$ cat config.mk
export PLATFORM = sky130hd
export DESIGN_NAME = trigger_channel_scaler_v5_flat
export DESIGN_NICKNAME = d
export VERILOG_FILES = /design/src/rtl/trigger_channel_scaler_v5_if.sv /design/src/rtl/trigger_channel_scaler_v5.sv /design/src/flat_wrapper.sv
export SDC_FILE = /design/constraint.sdc
export NUM_CORES = 1
export LEC_CHECK = 0
export ABC_AREA = 1
export CORE_ASPECT_RATIO = 1.25
export CORE_MARGIN = 8
export CORE_UTILIZATION = 45
export DETAILED_ROUTE_END_ITERATION = 10
export PLACE_DENSITY = 0.75
export REMOVE_ABC_BUFFERS = 1
export SYNTH_ARGS = -nofsm -noshare
export SYNTH_HDL_FRONTEND = slang
export SYNTH_SLANG_ARGS = --single-unit
$ cat constraint.sdc
create_clock -name fast_clk_i -period 1.4 [get_ports fast_clk_i]
set_input_delay 0.21 -clock fast_clk_i [delete_from_list [all_inputs] [get_ports fast_clk_i]]
set_output_delay 0.21 -clock fast_clk_i [all_outputs]
set_load 0.02 [all_outputs]
$ cat src/rtl/trigger_channel_scaler_v5_if.sv
// Bundle for one trigger channel: conditioning controls in, trigger and scaler outputs out.
`timescale 1ns/1ps
interface trigger_channel_scaler_v5_if #(
   parameter int unsigned TRIG_ONESHOT_BITS   = 4,
   parameter int unsigned TRIG_DELAY_VAL_BITS = 4
);
   logic                           trigger_i;
   logic                           power_i;
   logic                           mask_i;
   logic                           slow_ce_i;
   logic                           sync_i;
   logic [TRIG_ONESHOT_BITS-1:0]   trig_oneshot_i;
   logic [TRIG_DELAY_VAL_BITS-1:0] delay_i;
   logic                           trig_p_o;
   logic                           trig_n_o;
   logic                           scaler_o;

   modport master (
      output trigger_i, power_i, mask_i, slow_ce_i, sync_i, trig_oneshot_i, delay_i,
      input  trig_p_o, trig_n_o, scaler_o
   );

   modport slave (
      input  trigger_i, power_i, mask_i, slow_ce_i, sync_i, trig_oneshot_i, delay_i,
      output trig_p_o, trig_n_o, scaler_o
   );
endinterface

$ cat src/rtl/trigger_channel_scaler_v5.sv
// Per-channel L1 trigger conditioner: synchronizer, edge detect, programmable delay,
// retriggerable one-shot, scaler pulse and stuck-on detection.
`timescale 1ns/1ps
module trigger_channel_scaler_v5 #(
   parameter string       POLARITY            = "POSITIVE",
   parameter int unsigned TRIG_ONESHOT_BITS   = 4,
   parameter int unsigned TRIG_DELAY_VAL_BITS = 4,
   parameter int unsigned STUCK_CE_COUNT      = 2
) (
   input logic                        fast_clk_i,
   input logic                        rst_i,
   trigger_channel_scaler_v5_if.slave bus
);
   localparam bit          INVERT    = (POLARITY == "NEGATIVE");
   localparam int unsigned TAPS      = 2 ** TRIG_DELAY_VAL_BITS;
   localparam int unsigned STUCK_W   = $clog2(STUCK_CE_COUNT + 1);
   localparam logic [STUCK_W-1:0] STUCK_MAX = STUCK_W'(STUCK_CE_COUNT);

   logic                         active_lvl;
   logic                         s1_q, s2_q, s3_q;
   logic                         rise;
   logic [TAPS-2:0]              pipe_q;
   logic [TAPS-1:0]              taps;
   logic                         dly_rise;
   logic [TRIG_ONESHOT_BITS-1:0] os_cnt_q, os_cnt_d;
   logic                         active_q, active_d;
   logic [STUCK_W-1:0]           stuck_cnt_q, stuck_cnt_d;
   logic                         stuck_q, stuck_d;
   logic                         trig_p_q, trig_n_q, scaler_q;

   assign active_lvl = bus.trigger_i ^ INVERT;
   assign rise       = s2_q & ~s3_q;
   // Tap 0 is the undelayed edge; tap d is the edge d cycles later.
   assign taps       = {pipe_q, rise};
   assign dly_rise   = taps[bus.delay_i];

   // Synchronizer, edge history and delay line.
   always_ff @(posedge fast_clk_i or posedge rst_i) begin
      if (rst_i) begin
         s1_q   <= 1'b0;
         s2_q   <= 1'b0;
         s3_q   <= 1'b0;
         pipe_q <= '0;
      end else begin
         s1_q   <= active_lvl;
         s2_q   <= s1_q;
         s3_q   <= s2_q;
         pipe_q <= taps[TAPS-2:0];
      end
   end

   // One-shot next state: a delayed edge (re)loads the length, otherwise count down.
   always_comb begin
      os_cnt_d = os_cnt_q;
      active_d = active_q;
      if (dly_rise) begin
         os_cnt_d = bus.trig_oneshot_i;
         active_d = 1'b1;
      end else if (active_q) begin
         if (os_cnt_q == '0) begin
            active_d = 1'b0;
         end else begin
            os_cnt_d = os_cnt_q - TRIG_ONESHOT_BITS'(1);
         end
      end
   end

   // Stuck next state: count slow enables while high, saturate, clear on any low level.
   always_comb begin
      stuck_cnt_d = stuck_cnt_q;
      if (!s2_q) begin
         stuck_cnt_d = '0;
      end else if (bus.slow_ce_i && (stuck_cnt_q != STUCK_MAX)) begin
         stuck_cnt_d = stuck_cnt_q + STUCK_W'(1);
      end
      stuck_d = s2_q && (stuck_cnt_d == STUCK_MAX);
   end

   // One-shot and stuck state registers.
   always_ff @(posedge fast_clk_i or posedge rst_i) begin
      if (rst_i) begin
         os_cnt_q    <= '0;
         active_q    <= 1'b0;
         stuck_cnt_q <= '0;
         stuck_q     <= 1'b0;
      end else begin
         os_cnt_q    <= os_cnt_d;
         active_q    <= active_d;
         stuck_cnt_q <= stuck_cnt_d;
         stuck_q     <= stuck_d;
      end
   end

   // Rising-edge outputs; mask only gates the trigger, power gates everything.
   always_ff @(posedge fast_clk_i or posedge rst_i) begin
      if (rst_i) begin
         trig_p_q <= 1'b0;
         scaler_q <= 1'b0;
      end else begin
         trig_p_q <= active_q & bus.power_i & ~bus.mask_i & ~stuck_q;
         if (!bus.power_i) begin
            scaler_q <= 1'b0;
         end else if (stuck_q) begin
            scaler_q <= bus.sync_i;
         end else begin
            scaler_q <= rise;
         end
      end
   end

   // Half-cycle shifted copy of the trigger for the falling-edge consumer.
   always_ff @(negedge fast_clk_i or posedge rst_i) begin
      if (rst_i) begin
         trig_n_q <= 1'b0;
      end else begin
         trig_n_q <= trig_p_q;
      end
   end

   assign bus.trig_p_o = trig_p_q;
   assign bus.trig_n_o = trig_n_q;
   assign bus.scaler_o = scaler_q;
endmodule

$ cat src/flat_wrapper.sv
// flat-port wrapper written by rule: the top's interface ports become plain ports
module trigger_channel_scaler_v5_flat 
#(
   parameter string       POLARITY            = "        ",
   parameter int unsigned TRIG_ONESHOT_BITS   = 4,
   parameter int unsigned TRIG_DELAY_VAL_BITS = 4,
   parameter int unsigned STUCK_CE_COUNT      = 2
)
  (fast_clk_i, rst_i, bus_trigger_i, bus_power_i, bus_mask_i, bus_slow_ce_i, bus_sync_i, bus_trig_oneshot_i, bus_delay_i, bus_trig_p_o, bus_trig_n_o, bus_scaler_o);
  trigger_channel_scaler_v5_if #(.TRIG_ONESHOT_BITS(TRIG_ONESHOT_BITS), .TRIG_DELAY_VAL_BITS(TRIG_DELAY_VAL_BITS)) bus_i ();
  input logic fast_clk_i;
  input logic rst_i;
  input wire logic [$bits(bus_i.trigger_i)-1:0] bus_trigger_i;
  input wire logic [$bits(bus_i.power_i)-1:0] bus_power_i;
  input wire logic [$bits(bus_i.mask_i)-1:0] bus_mask_i;
  input wire logic [$bits(bus_i.slow_ce_i)-1:0] bus_slow_ce_i;
  input wire logic [$bits(bus_i.sync_i)-1:0] bus_sync_i;
  input wire logic [$bits(bus_i.trig_oneshot_i)-1:0] bus_trig_oneshot_i;
  input wire logic [$bits(bus_i.delay_i)-1:0] bus_delay_i;
  output wire logic [$bits(bus_i.trig_p_o)-1:0] bus_trig_p_o;
  output wire logic [$bits(bus_i.trig_n_o)-1:0] bus_trig_n_o;
  output wire logic [$bits(bus_i.scaler_o)-1:0] bus_scaler_o;
  assign bus_i.trigger_i = bus_trigger_i;
  assign bus_i.power_i = bus_power_i;
  assign bus_i.mask_i = bus_mask_i;
  assign bus_i.slow_ce_i = bus_slow_ce_i;
  assign bus_i.sync_i = bus_sync_i;
  assign bus_i.trig_oneshot_i = bus_trig_oneshot_i;
  assign bus_i.delay_i = bus_delay_i;
  assign bus_trig_p_o = bus_i.trig_p_o;
  assign bus_trig_n_o = bus_i.trig_n_o;
  assign bus_scaler_o = bus_i.scaler_o;
  trigger_channel_scaler_v5 #(.POLARITY(POLARITY), .TRIG_ONESHOT_BITS(TRIG_ONESHOT_BITS), .TRIG_DELAY_VAL_BITS(TRIG_DELAY_VAL_BITS), .STUCK_CE_COUNT(STUCK_CE_COUNT)) u_core (.fast_clk_i(fast_clk_i), .rst_i(rst_i), .bus(bus_i));
endmodule
Yosys cells after proc, flatten, opt, wreduce, memory -nomap -nowiden --
Cells that the tools add are included.
Storage, ports and cells: memories kept 0, memory bits (writable) 0, output and inout port bits 3, bits in latches 0, flip-flop bits (word level) 29, word-level logic and storage cells 41, input port bits 15, bits in read-only memories 0
Cells by class: order comparisons 1, mux-type cells 12, $add $sub $neg 2, bitwise operators 7, equality and inequality tests 3, multiply operators 0, reduce and logical (&&, ||, !) cells 5, shift operators 0, div/mod/pow operators 0
Operators with widths (number):
- two-way mux 4 bit | 3
- two-way mux 1 bit | 6
- less-than comparator 4 x 5 -> 1 bit, second input constant | 1
- AND 1 bit | 4
- binary-select mux 1 bit (select 4 bit) | 1
- zero test 4 bit | 1
- two-way mux 2 bit | 2
- subtractor 4 x 1 -> 4 bit, second input constant | 1
- NOT 1 bit | 3
- adder 2 x 1 -> 2 bit, second input constant | 1
- == test 2 bit, second input constant | 1
- logical AND 1 bit | 2
- inequality test 2 x 1 -> 1 bit, second input constant | 1
- inequality test 2 bit, second input constant | 1
- AND reduction 2 bit | 1
- nonzero test 2 bit | 1

Logic depth before layout (Yosys ltp) --
word-level depth 6, mapped depth 11, gate-level depth less buffers 10

==> flow_metrics.tcl <==
set metrics [dict create \
    synthTopCellsByCount "38 x nand2_1, 28 x dfrtp_1, 24 x inv_1" \
    crit_arrival_ns 1.54 \
    synth_edf_count 0 \
    finalClockSkew_ns 0.0140 \
    power_mw 2.33 \
    crit_required_ns 1.19 \
    wire_per_inst_um 11.9 \
    grt_overflow 0 \
    floorplan.initialDensity 0.464 \
    max-vdd-ir-drop_mv 0.901 \
    hp-class "in2async" \
    synth_area_per_cell_um2 9.33 \
    portBuffers 17 \
    die-area_mm2 0.00468 \
    violations "negative setup slack" \
    hold_viol 0 \
    yosys_most_used_dff "dfrtp_1" \
    path_delay_family "flip-flops" \
    path_cells "buf_6" \
    finalNetCount 180 \
    globalplace.congestion 0.798 \
    startpoint "u_core.bus.trig_n_o" \
    grt_pass1_wl_um 4200 \
    wirelength_um 2360 \
    grt_max_degree 29 \
    intPower_mw 1.58 \
    drive_above_1_share 0.213 \
    cp-start-kind "flip-flop" \
    drv_slew 0 \
    yosysWarnings 0 \
    drtIter0Drc 28 \
    r2r_start "u_core.os_cnt_q[0]" \
    p_seq_frac 0.455 \
    drc 0 \
    cp-end-kind "output port" \
    crit_buf_inv 1 \
    std_cell_rows 21 \
    grtUsageTotal 0.115 \
    finalSetupViolCount 1 \
    htreeDepth 2 \
    firstDrtPassIters 4 \
    critPathKind "reg2out" \
    clk_pin_slew_ns 0.10 \
    fp.dieH_um 74.5 \
    yosysTopAreaCell "dfrtp_1" \
    hold_slack_ns 0.319 \
    max_stage_delay_ns 0.41 \
    ios 18 \
    p_leak_nw 0.852 \
    p_sw_mw 0.746 \
    dp_hpwl_um 1680 \
    setup_ws_ns -0.354 \
    cts_root_buf "clkbuf_4" \
    power.share.clock 0.245 \
    fin_tns_setup_ns -0.354 \
    ys_types 23 \
    core_area_mm2 0.00265 \
    worst_pin_slew_ns 0.368 \
    vias 926 \
    cts_sinks 29 \
    netlist_area_mm2 0.00123 \
    clk_path_buf_depth 2 \
    grt_pass1_vias 966 \
    critPathMaxFanout 1 \
    yosys-top-cells-area "dfrtp_1 57%, nand2_1 12%, inv_1 7.3%" \
    antenna_found_initial 0 \
    antenna_left 0 \
    max_slew_margin 0.753 \
    cap_viol_max_count 0 \
    rsz0062_at_grt "yes" \
    outcome "finished with violations" \
    cts_made_buffers 5 \
    clk_latency_ns 0.33 \
    async_flop_share 1.00 \
    antennaDiodeCount 0 \
    power.density_mw_per_mm2 1450 \
    netlist_instances 132 \
    nFillCells 225 \
    swShare 0.320 \
    cp_slowest_cell "dfrtn_1" \
    ys_ff_latch 29 \
    yosysMostFrequentCell "nand2_1" \
    final_core_util 0.605 \
    fp.dieW_um 62.8 \
    via_per_inst 4.68 \
    cts_hold_buf 0 \
    tritoncts "done" \
    yosys.area.top_type_share 0.569 \
    combinationalPowerShare 0.300 \
    yosysSeqAreaShare 0.589 \
    syn_to_final_growth_pct 30.4 \
]
-- logic make-up (layout without fill, tap and decap cells) --
group                    Yosys count  in the layout  synth area share
XOR/XNOR                           2              2            0.0142
AO/OA/AOI/OAI                      6              6            0.0244
AND/OR/NAND/NOR                   67             67             0.262
flip-flops                        29             29             0.589
adder cells (fa/ha/maj)            2              2            0.0203
buffers and inverters             26             58            0.0894
-- routing by layer --
| metal | GRT usage | vias to the layer above | routed length [um] |
|---|---|---|---|
| li1 | - | 463 | - |
| met1 | 0.120 | 441 | 1000 |
| met2 | 0.196 | 16 | 1220 |
| met3 | 0.0422 | 6 | 94 |
| met4 | 0.0685 | 0 | 51 |
| met5 | 0 | - | 0 |
-- per-stage QoR --
stage          cells  cell area [um2]  setup WS [ns]
2_1_floorplan    131             1220        -0.0304
3_3_place_gp     188             1480         -0.476
3_5_place_dp     188             1480         -0.482
4_1_cts          196             1550         -0.372
5_1_grt          198             1610         -0.401
6_report         198             1610         -0.354
-- cell usage in the layout (no fill, tap or decap), drive strengths merged, types with 2 or more instances in the layout --
master,instances
nand2,40
dfrtp,28
inv,25
nand3,14
clkdlybuf4s50,12
buf,9
clkbuf,7
nor2,7
nor3,3
a21oi,3
o21ai,3
xor2,2
dlymetal6s2s,2
dlygate4sd2,2
ha,2
-- flip-flops by register name, indices dropped and copies added (netlist names) --
signal / cells
u_core.s3_q: 1
u_core.s1_q: 1
u_core.s2_q: 1
u_core.stuck_q: 1
u_core.os_cnt_q: 4
u_core.bus.scaler_o: 1
u_core.active_q: 1
u_core.stuck_cnt_q: 2
u_core.bus.trig_p_o: 1
u_core.bus.trig_n_o: 1
u_core.pipe_q: 15
-- area by class of cell --
type | instances | area [um2] | area share
Clock buffer | 7 | 65.1 | 0.0405
Clock inverter | 1 | 5.00 | 0.00312
Inverter | 25 | 98.8 | 0.0616
Multi-Input combinational cell | 77 | 430 | 0.268
Sequential cell | 29 | 726 | 0.452
Tap cell | 34 | 42.5 | 0.0265
Timing Repair Buffer | 25 | 238 | 0.148
-- final timing paths --
check | end | slack [ns] | cells after the start
min in group fast_clk_i | u_core.s1_q | 0.32 | 1
worst max-delay path | bus_trig_n_o | -0.35 | 1
worst max register to register | u_core.os_cnt_q[1] | 0.08 | 8
max in group asynchronous | u_core.bus.trig_n_o | 0.61 | 2
worst min register to register | u_core.s2_q | 0.36 | 0
worst min-delay path | u_core.bus.trig_p_o | 0.32 | 3
-- what timing repair did --
item                                    in CTS  in global routing
setup buffers                                0                  2
gates resized for setup                      8                 14
endpoints found under the setup margin       3                  5
pin swaps                                    0                  4
-- power by group through the flow --
stage / sequential, mW / clock, mW / combinational [mW]
floorplan: 1.05 / 0 / 0.407
global placement: 1.05 / 0 / 0.598
detailed placement: 1.06 / 0 / 0.636
CTS: 1.05 / 0.593 / 0.635
global route: 1.08 / 0.641 / 0.797
finish: 1.06 / 0.571 / 0.698
(Power assumes the default switching activity.)
